===== config.mk =====
export PLATFORM = sky130hd
export DESIGN_NAME = sram_2p_bwe
export DESIGN_NICKNAME = d
export VERILOG_FILES = /design/src/rtl/sram_pkg.sv /design/src/rtl/sram_rd_pipe.sv /design/src/rtl/sram_2p_bwe.sv
export SDC_FILE = /design/constraint.sdc
export NUM_CORES = 1
export LEC_CHECK = 0
export BUFFER_PORTS_ARGS = -buffer_cell sky130_fd_sc_hd__buf_2
export CAP_MARGIN = 30
export CORE_ASPECT_RATIO = 0.8
export CORE_MARGIN = 1.5
export CORE_UTILIZATION = 52
export DETAILED_ROUTE_END_ITERATION = 12
export PLACE_DENSITY = 0.7
export REMOVE_ABC_BUFFERS = 1
export SETUP_SLACK_MARGIN = 0.4
export SYNTH_ARGS = -nofsm -noshare
export SYNTH_HDL_FRONTEND = slang
export SYNTH_SLANG_ARGS = --single-unit

===== constraint.sdc =====
create_clock -name CLK -period 5.35 [get_ports CLK]
set_clock_uncertainty 0.2 [all_clocks]
set_input_delay 0.535 -clock CLK [delete_from_list [all_inputs] [get_ports CLK]]
set_output_delay 0.535 -clock CLK [all_outputs]
set_load 0.05 [all_outputs]

===== src/rtl/sram_pkg.sv =====
// sram_pkg: clear-FSM state type and byte-lane merge helper shared by sram_2p_bwe.
package sram_pkg;

    typedef enum logic {CLEAR, READY} clr_state_t;

    function automatic logic [7:0] byte_merge(input logic [7:0] old_b, input logic [7:0] new_b, input logic en);
        return en ? new_b : old_b;
    endfunction

endpackage


===== src/rtl/sram_rd_pipe.sv =====
// sram_rd_pipe: LAT-deep (1 or 2) read data/valid delay line; data holds when no read completes.
module sram_rd_pipe #(
    parameter int BW  = 64,
    parameter int LAT = 1
) (
    input  logic          CLK,
    input  logic          RSTN,
    input  logic          in_valid,
    input  logic [BW-1:0] in_data,
    output logic          out_valid,
    output logic [BW-1:0] out_data
);

    logic          s1_valid;
    logic [BW-1:0] s1_data;

    always_ff @(posedge CLK or negedge RSTN) begin
        if (!RSTN) begin
            s1_valid <= 1'b0;
            s1_data  <= '0;
        end else begin
            s1_valid <= in_valid;
            if (in_valid) s1_data <= in_data;
        end
    end

    if (LAT == 2) begin : g_lat2
        always_ff @(posedge CLK or negedge RSTN) begin
            if (!RSTN) begin
                out_valid <= 1'b0;
                out_data  <= '0;
            end else begin
                out_valid <= s1_valid;
                if (s1_valid) out_data <= s1_data;
            end
        end
    end else begin : g_lat1
        assign out_valid = s1_valid;
        assign out_data  = s1_data;
    end

endmodule


===== src/rtl/sram_2p_bwe.sv =====
// sram_2p_bwe: 1R1W SRAM with byte write enables, RD_LAT 1/2 read pipe and power-on clear.
// Define SRAM_FWD_EN to merge a same-edge write into a read of the same address.
module sram_2p_bwe
    import sram_pkg::*;
#(
    parameter int BW     = 64,
    parameter int AW     = 3,
    parameter int ENTRY  = 8,
    parameter int RD_LAT = 1
) (
    input  logic            CLK,
    input  logic            RSTN,
    input  logic            RCSN,
    input  logic [AW-1:0]   RA,
    output logic [BW-1:0]   DOUT,
    output logic            RVALID,
    input  logic            WCSN,
    input  logic [AW-1:0]   WA,
    input  logic [BW/8-1:0] WBE,
    input  logic [BW-1:0]   DI,
    output logic            BUSY
);

    localparam int NB = BW / 8;

    clr_state_t    state;
    logic [AW-1:0] cnt;
    logic [BW-1:0] ram [ENTRY];
    logic [BW-1:0] rd_old, wr_old, wr_word, rd_data;
    logic          rd_ok, wr_ok;

    assign rd_ok  = (state == READY) && !RCSN;
    assign wr_ok  = (state == READY) && !WCSN && (32'(WA) < ENTRY);
    assign rd_old = (32'(RA) < ENTRY) ? ram[RA] : '0;
    assign wr_old = ram[WA];

    for (genvar i = 0; i < NB; i++) begin : g_wr_lane
        assign wr_word[8*i +: 8] = byte_merge(wr_old[8*i +: 8], DI[8*i +: 8], WBE[i]);
    end

`ifdef SRAM_FWD_EN
    logic [BW-1:0] fwd_word;
    for (genvar i = 0; i < NB; i++) begin : g_fwd_lane
        assign fwd_word[8*i +: 8] = byte_merge(rd_old[8*i +: 8], DI[8*i +: 8], WBE[i]);
    end
    assign rd_data = (wr_ok && WA == RA) ? fwd_word : rd_old;
`else
    assign rd_data = rd_old;
`endif

    always_ff @(posedge CLK or negedge RSTN) begin
        if (!RSTN) begin
            state <= CLEAR;
            cnt   <= '0;
            BUSY  <= 1'b1;
        end else if (state == CLEAR) begin
            cnt <= cnt + 1'b1;
            if (cnt == AW'(ENTRY - 1)) begin
                state <= READY;
                BUSY  <= 1'b0;
            end
        end
    end

    // The array has no reset; the clear sequence zeroes it one word per edge.
    always_ff @(posedge CLK) begin
        if (state == CLEAR) ram[cnt] <= '0;
        else if (wr_ok) ram[WA] <= wr_word;
    end

    sram_rd_pipe #(.BW(BW), .LAT(RD_LAT)) u_rd_pipe (
        .CLK      (CLK),
        .RSTN     (RSTN),
        .in_valid (rd_ok),
        .in_data  (rd_data),
        .out_valid(RVALID),
        .out_data (DOUT)
    );

endmodule

==> metrics.md, run 1 <==
| Metric | Value |
|---|---|
| Worst path arrival time | 3290 ps |
| Drt wl/cell | 24.3 microns |
| Total Wirelength | 52,900 microns |
| Inst Count DP | 2,073 |
| Layout area overhead | 13.6% |
| Design Power | 9.64 mW |
| Drt initial violations | 1,173 |
| Total global-route track usage | 23.4% |
| Clock Path Buffers | 3 |
| Hold WC Path Type | in2async |
| Mapped cell area | 22,900 sq um |
| Fraction of layout cells with a size suffix above 1 | 16.3% |
| Buf/Inv on CP | 1 |
| CTS Buf Count | 54 |
| First-pass GRT wire length | 78,400 microns |
| Nets | 1,654 |
| Die X | 237 microns |
| Clk slew on worst S/H paths | 60 ps |
| CP required | 5370 ps |
| Commonest non-fill, non-tap cell in the layout | edfxtp_1 |
| Finished Layout Cells | 2,176 |
| Final worst path period share | 61.0% |
| Endpoint class of the critical path | register |
| Vias in the first global route | 12,431 |
| Number of warnings issued by yosys | 0 |
| Most frequent cells in the layout | 512 x edfxtp_1, 258 x mux2i_1, 145 x buf_2 |
| Die Ht | 191 microns |
| Setup violations, final | 0 |
| Detail Route Antenna Nets | 0 |
| Clock latency on the worst-skew pair | 590 ps |
| Core Util, Final | 60.1% |
| Register area share after synthesis | 74.9% |
| CTS tree | built |
| Maxcap violations | 0 |
| DP Area | 24,200 sq um |
| Final hold viol count | 0 |
| Fin Setup TNS | 0 ps |
| CORE AREA | 43,200 sq um |
| Starting Density | 52.9% |
| CTS root buf | clkbuf_16 |
| Slew @ Worst Pin | 1050 ps |
| Crit path cell chain | inv_2 > a211oi_4 > mux2i_2 > nor2_1 |
| Port Buffers | 147 |
| Max_slew headroom | 29.7% |
| Clock sinks | 582 |
| Mean area per synthesized cell | 16.0 sq um |
| DRC | 0 |
| Post-CTS sizing | 0 |
| Post-synth cell types | 33 |
| CP top delay family | multiplexers |
| Detailed placer's ending HPWL | 34,000 microns |
| Post-synth EDFFs | 512 |
| Max-slew violations | 0 |
| Critical path's slowest cell | mux2i_2 |
| Synth Flop Type | edfxtp_1 |
| Highest Clock Rate | 0.306 GHz |
| GR Overflow Total | 0 |
| Pwr dens | 371 nW/um^2 |
| Crit path max fanout | 10 |
| Outcome | complete, no violations |
| Pin count of the biggest net entering global routing | 96 |
| Routed via count | 12,625 |
| Yosys reg bits | 582 |
| Final Instance Area | 26,000 sq um |
| Syn Inst Count | 1,426 |
| Critical path type | reg2reg |
| Drt pass-1 iters | 5 |
| Num rows | 68 |
| Leak | 10.3 nW |
| Die area | 45,200 sq um |
| RD Place Congestion | 0.805 |
| CP peak stage delay | 890 ps |
| Vias per cell | 5.80 |
| Async set-reset flop share out of synthesis | 12.0% |
| Period minus WS final | 3260 ps |
| IO Pins | 148 |
| CP Launch Type | register |
| Unrepaired setup endpoints after global routing | false |
| Initial antenna violation count | 2 |
| VDD IR max | 0.000266 V |
| H-tree depth | 2 |
where the power goes:
part	internal (mW)	leakage [nW]	switching (mW)
Clock	2.14	0.861	1.64
Sequential	5.03	6.05	0.0306
Combinational	0.209	3.41	0.589
final timing paths:
check / from / endpoint / slack [ps] / depth (start not counted)
max in group asynchronous: RSTN / BUSY / 3990 / 3
setup reg to reg: state / ram[0][22] / 2090 / 4
hold / removal: RSTN / u_rd_pipe.out_data[7] / 260 / 2
setup / recovery: state / ram[0][22] / 2090 / 4
hold reg to reg: u_rd_pipe.out_data[6] / u_rd_pipe.out_data[6] / 270 / 2
min in group CLK: DI[29] / ram[3][29] / 260 / 2
repair_timing:
action	in CTS	in global routing
setup buffers	0	0
hold buffers	1	0
hold endpoints to repair	35	0
worst reg2reg max path, cell delays in order (launching register included):
cell and delay [ps]:
dfrtp_1 550, inv_2 200, a211oi_4 660, mux2i_2 900, nor2_1 420
routing by layer:
metal,routed length [microns],global-route usage [%],vias up
met5,0,0,-
li1,-,-,5718
met4,1120,6.30,0
met3,3470,3.37,74
met2,24800,36.9,493
met1,23500,34.4,6340
registers in the layout, indices dropped and copies added (netlist names):
register,cells
BUSY,1
cnt,3
ram,512
state,1
u_rd_pipe.out_data,64
u_rd_pipe.out_valid,1
kinds of logic (layout without fill, tap and decap cells):
group,count (synthesis),in the layout,synth area share (%)
compound gates,146,146,4.67
buf+inv,83,272,1.58
other cells,0,1,0
mux,266,266,11.7
fa+ha+maj,2,2,0.109
xor+xnor,1,1,0.0383
simple gates,346,346,6.97
flops,582,582,74.9
through the flow:
| stage | setup slack (ps) | hold WS, ps |
|---|---|---|
| 3_3_place_gp | 2080 | 253 |
| 6_report | 2090 | 258 |
| 2_1_floorplan | 1870 | 39.4 |
| 4_1_cts | 2050 | 238 |
| 3_5_place_dp | 1980 | 258 |
| 5_1_grt | 1990 | 258 |
final cells by class:
type,instances,area [sq um]
flip-flops and latches,582,17100
diodes,1,2.50
well taps,560,701
inverters,3,11.3
clock buffers,77,1570
fillers,3239,17300
repair buffers,168,958
multi-input cells,761,5420
clock inverters,24,180
Yosys cell counts (2+ instances only):
cell type,count,area [sq um]
nor2_1,67,251
mux2_4,2,30.0
clkbuf_2,6,30.0
ha_1,2,25.0
nand3b_1,2,15.0
and2_1,65,407
edfxtp_1,512,15400
clkbuf_1,36,135
buf_1,8,30.0
nand2_1,130,488
mux2_2,2,22.5
nor4_1,2,12.5
mux2i_1,261,2610
a22oi_1,128,961
nor3b_1,2,15.0
buf_2,28,140
nand3_1,64,320
nor2b_1,9,56.3
a21oi_1,16,80.1
buf_4,2,15.0
dfrtp_1,69,1730
nor3_1,2,10.0
(Power assumes the default switching activity.)
==> run 2, diff against run 1 <==
PLACE_DENSITY = 0.73   (was 0.7)
clock period = 3 ns   (was 5.35 ns; I/O delays follow)
==> run 2 against run 1 <==
Compared with the run above: fmax up 33%; die area is the same; via count grew 3.8%; highest routed layer is now met5; hold slack worse by 260 ps; worst setup slack worse by 1500 ps; largest power group unchanged; final cell count grew 5.7%; global-route usage decreased by 0.23 points; first-iteration DRC count barely moved; register-to-register slack worse by 1500 ps.
==> metrics.md, run 2 (synthesized netlist as in run 1, its figures left out) <==
| Metric | Value |
|---|---|
| Outcome | complete, no violations |
| Starting Density | 52.9% |
| Nets | 1,774 |
| Hold WC Path Type | in2async |
| Final hold viol count | 0 |
| Fraction of layout cells with a size suffix above 1 | 19.3% |
| Cell mode on critical path | nor2b_1 |
| Largest Register | ram |
| Layout area overhead | 19.0% |
| Setup violations, final | 0 |
| DRC | 0 |
| Drt pass-1 iters | 5 |
| CP peak stage delay | 730 ps |
| First-pass GRT wire length | 78,200 microns |
| CP Launch Type | register |
| Drt wl/cell | 22.4 microns |
| Vias in the first global route | 13,308 |
| Final worst path period share | 81.7% |
| Num rows | 68 |
| CP required | 3030 ps |
| Max-slew violations | 0 |
| Setup WS post-layout | 549 ps |
| Unrepaired setup endpoints after global routing | false |
| CTS Buf Count | 55 |
| Pwr dens | 647 nW/um^2 |
| Total Wirelength | 51,600 microns |
| Crit path cell chain | nor2b_1 > nor2b_1 > mux2i_1 > buf_4 > nor2_1 |
| Die area | 45,200 sq um |
| Commonest non-fill, non-tap cell in the layout | edfxtp_1 |
| Port Buffers | 147 |
| Highest Clock Rate | 0.408 GHz |
| Routed via count | 13,101 |
| Die X | 237 microns |
| Drt initial violations | 1,172 |
| Total global-route track usage | 23.2% |
| RD Place Congestion | 0.800 |
| Clock Path Buffers | 3 |
| CORE AREA | 43,200 sq um |
| CTS tree | built |
| Max_slew headroom | 35.0% |
| Clk slew on worst S/H paths | 60 ps |
| IO Pins | 148 |
| Critical path's slowest cell | nor2_1 |
| Top flop regs | ram (512), u_rd_pipe.out_data (64), cnt (3) |
| VDD IR max | 0.000515 V |
| Design Power | 17.6 mW |
| Clock latency on the worst-skew pair | 610 ps |
| Pre-CTS WS | 122 ps |
| Clock sinks | 582 |
| Die Ht | 191 microns |
| R2R Setup Slk | 550 ps |
| CTS root buf | clkbuf_16 |
| Period minus WS final | 2450 ps |
| Detailed placer's ending HPWL | 31,600 microns |
| Most frequent cells in the layout | 512 x edfxtp_1, 260 x mux2i_1, 145 x buf_2 |
| H-tree depth | 2 |
| Fill count | 3,124 |
| Crit path max fanout | 9 |
| Max reg flops | 512 |
| Buf/Inv on CP | 1 |
| Leak | 11.0 nW |
| Pin count of the biggest net entering global routing | 65 |
| Critical path type | reg2reg |
| Worst path arrival time | 2480 ps |
| Maxcap violations | 0 |
| Vias per cell | 5.70 |
| Endpoint class of the critical path | register |
| Slew @ Worst Pin | 971 ps |
| GR Overflow Total | 0 |
| Detail Route Antenna Nets | 0 |
| CP top delay family | simple AND/OR/NAND/NOR gates |
| Initial antenna violation count | 4 |
## run 2: changes by cell type in the layout (fill, tap and decap cells not counted), moves of 2 or more
| cell | before | now |
|---|---|---|
| buf_12 | 4 | 11 |
| clkbuf_1 | 13 | 16 |
| clkinv_1 | 10 | 4 |
| clkinv_2 | 9 | 7 |
| buf_4 | 17 | 74 |
| mux2i_2 | 4 | 2 |
| clkinvlp_4 | 1 | 7 |
| inv_6 | 0 | 2 |
| dlygate4sd3_1 | 1 | 54 |
| clkinv_4 | 2 | 0 |
| mux2i_1 | 258 | 260 |
| bufinv_16 | 2 | 6 |
## run 2: per-layer routing
| layer | routed length [microns] | global-route usage [%] | vias up |
|---|---|---|---|
| li1 | - | - | 5961 |
| met4 | 1630 | 9.02 | 2 |
| met3 | 3610 | 4.34 | 110 |
| met1 | 22200 | 32.6 | 6551 |
| met5 | 13 | 0 | - |
| met2 | 24100 | 36.2 | 477 |
## run 2: layout make-up
class / instances / area, sq um / share of cell area, %
clock inverters: 26 / 313 / 1.15
flip-flops and latches: 582 / 17100 / 62.9
repair buffers: 287 / 2100 / 7.70
clock buffers: 78 / 1540 / 5.67
well taps: 560 / 701 / 2.58
multi-input cells: 761 / 5410 / 19.9
inverters: 3 / 11.3 / 0.0414
diodes: 2 / 5.00 / 0.0184
## run 2: timing repair
item | 4_1_cts | 5_1_grt
endpoints found under the hold margin | 425 | 0
gates resized for setup | 1 | 1
pin swaps | 1 | 0
setup buffers | 1 | 0
hold buffers | 54 | 0
endpoints found under the setup margin | 17 | 29
## run 2: final timing paths
path,start,to,cells after the start
worst max-delay path,cnt[2],ram[4][43],5
worst min-delay path,RSTN,u_rd_pipe.out_data[4],2
worst max register to register,cnt[2],ram[4][43],5
worst min register to register,u_rd_pipe.out_data[46],u_rd_pipe.out_data[46],2
max in group asynchronous,RSTN,u_rd_pipe.out_data[37],3
min in group CLK,DI[5],ram[0][5],2
## run 2: worst register-to-register path, delay by kind of cell (launching register included)
kind | cells | cell delay (ps)
and+or+nand+nor | 3 | 1110
DFF | 1 | 480
buffers and inverters | 1 | 180
muxes | 1 | 90
## run 2: power by group
part           total (mW)  switching [mW]  internal, mW
Sequential           9.02          0.0563          8.96
Combinational        1.49            1.04         0.453
Clock                7.08            2.96          4.12
## run 2: stage by stage
| step | setup TNS [ps] | utilization, % | instances | area, sq um | hold slack (ps) |
|---|---|---|---|---|---|
| 2_1_floorplan | -73210 | - | 1346 | 22500 | -196 |
| 3_3_place_gp | -118 | 57.2 | 2136 | 24700 | 253 |
| 3_5_place_dp | 0 | 57.3 | 2138 | 24800 | 105 |
| 4_1_cts | 0 | 62.9 | 2297 | 27200 | 0.0973 |
| 5_1_grt | 0 | 63.0 | 2299 | 27200 | 20.1 |
| 6_report | 0 | 63.0 | 2299 | 27200 | 2.82 |
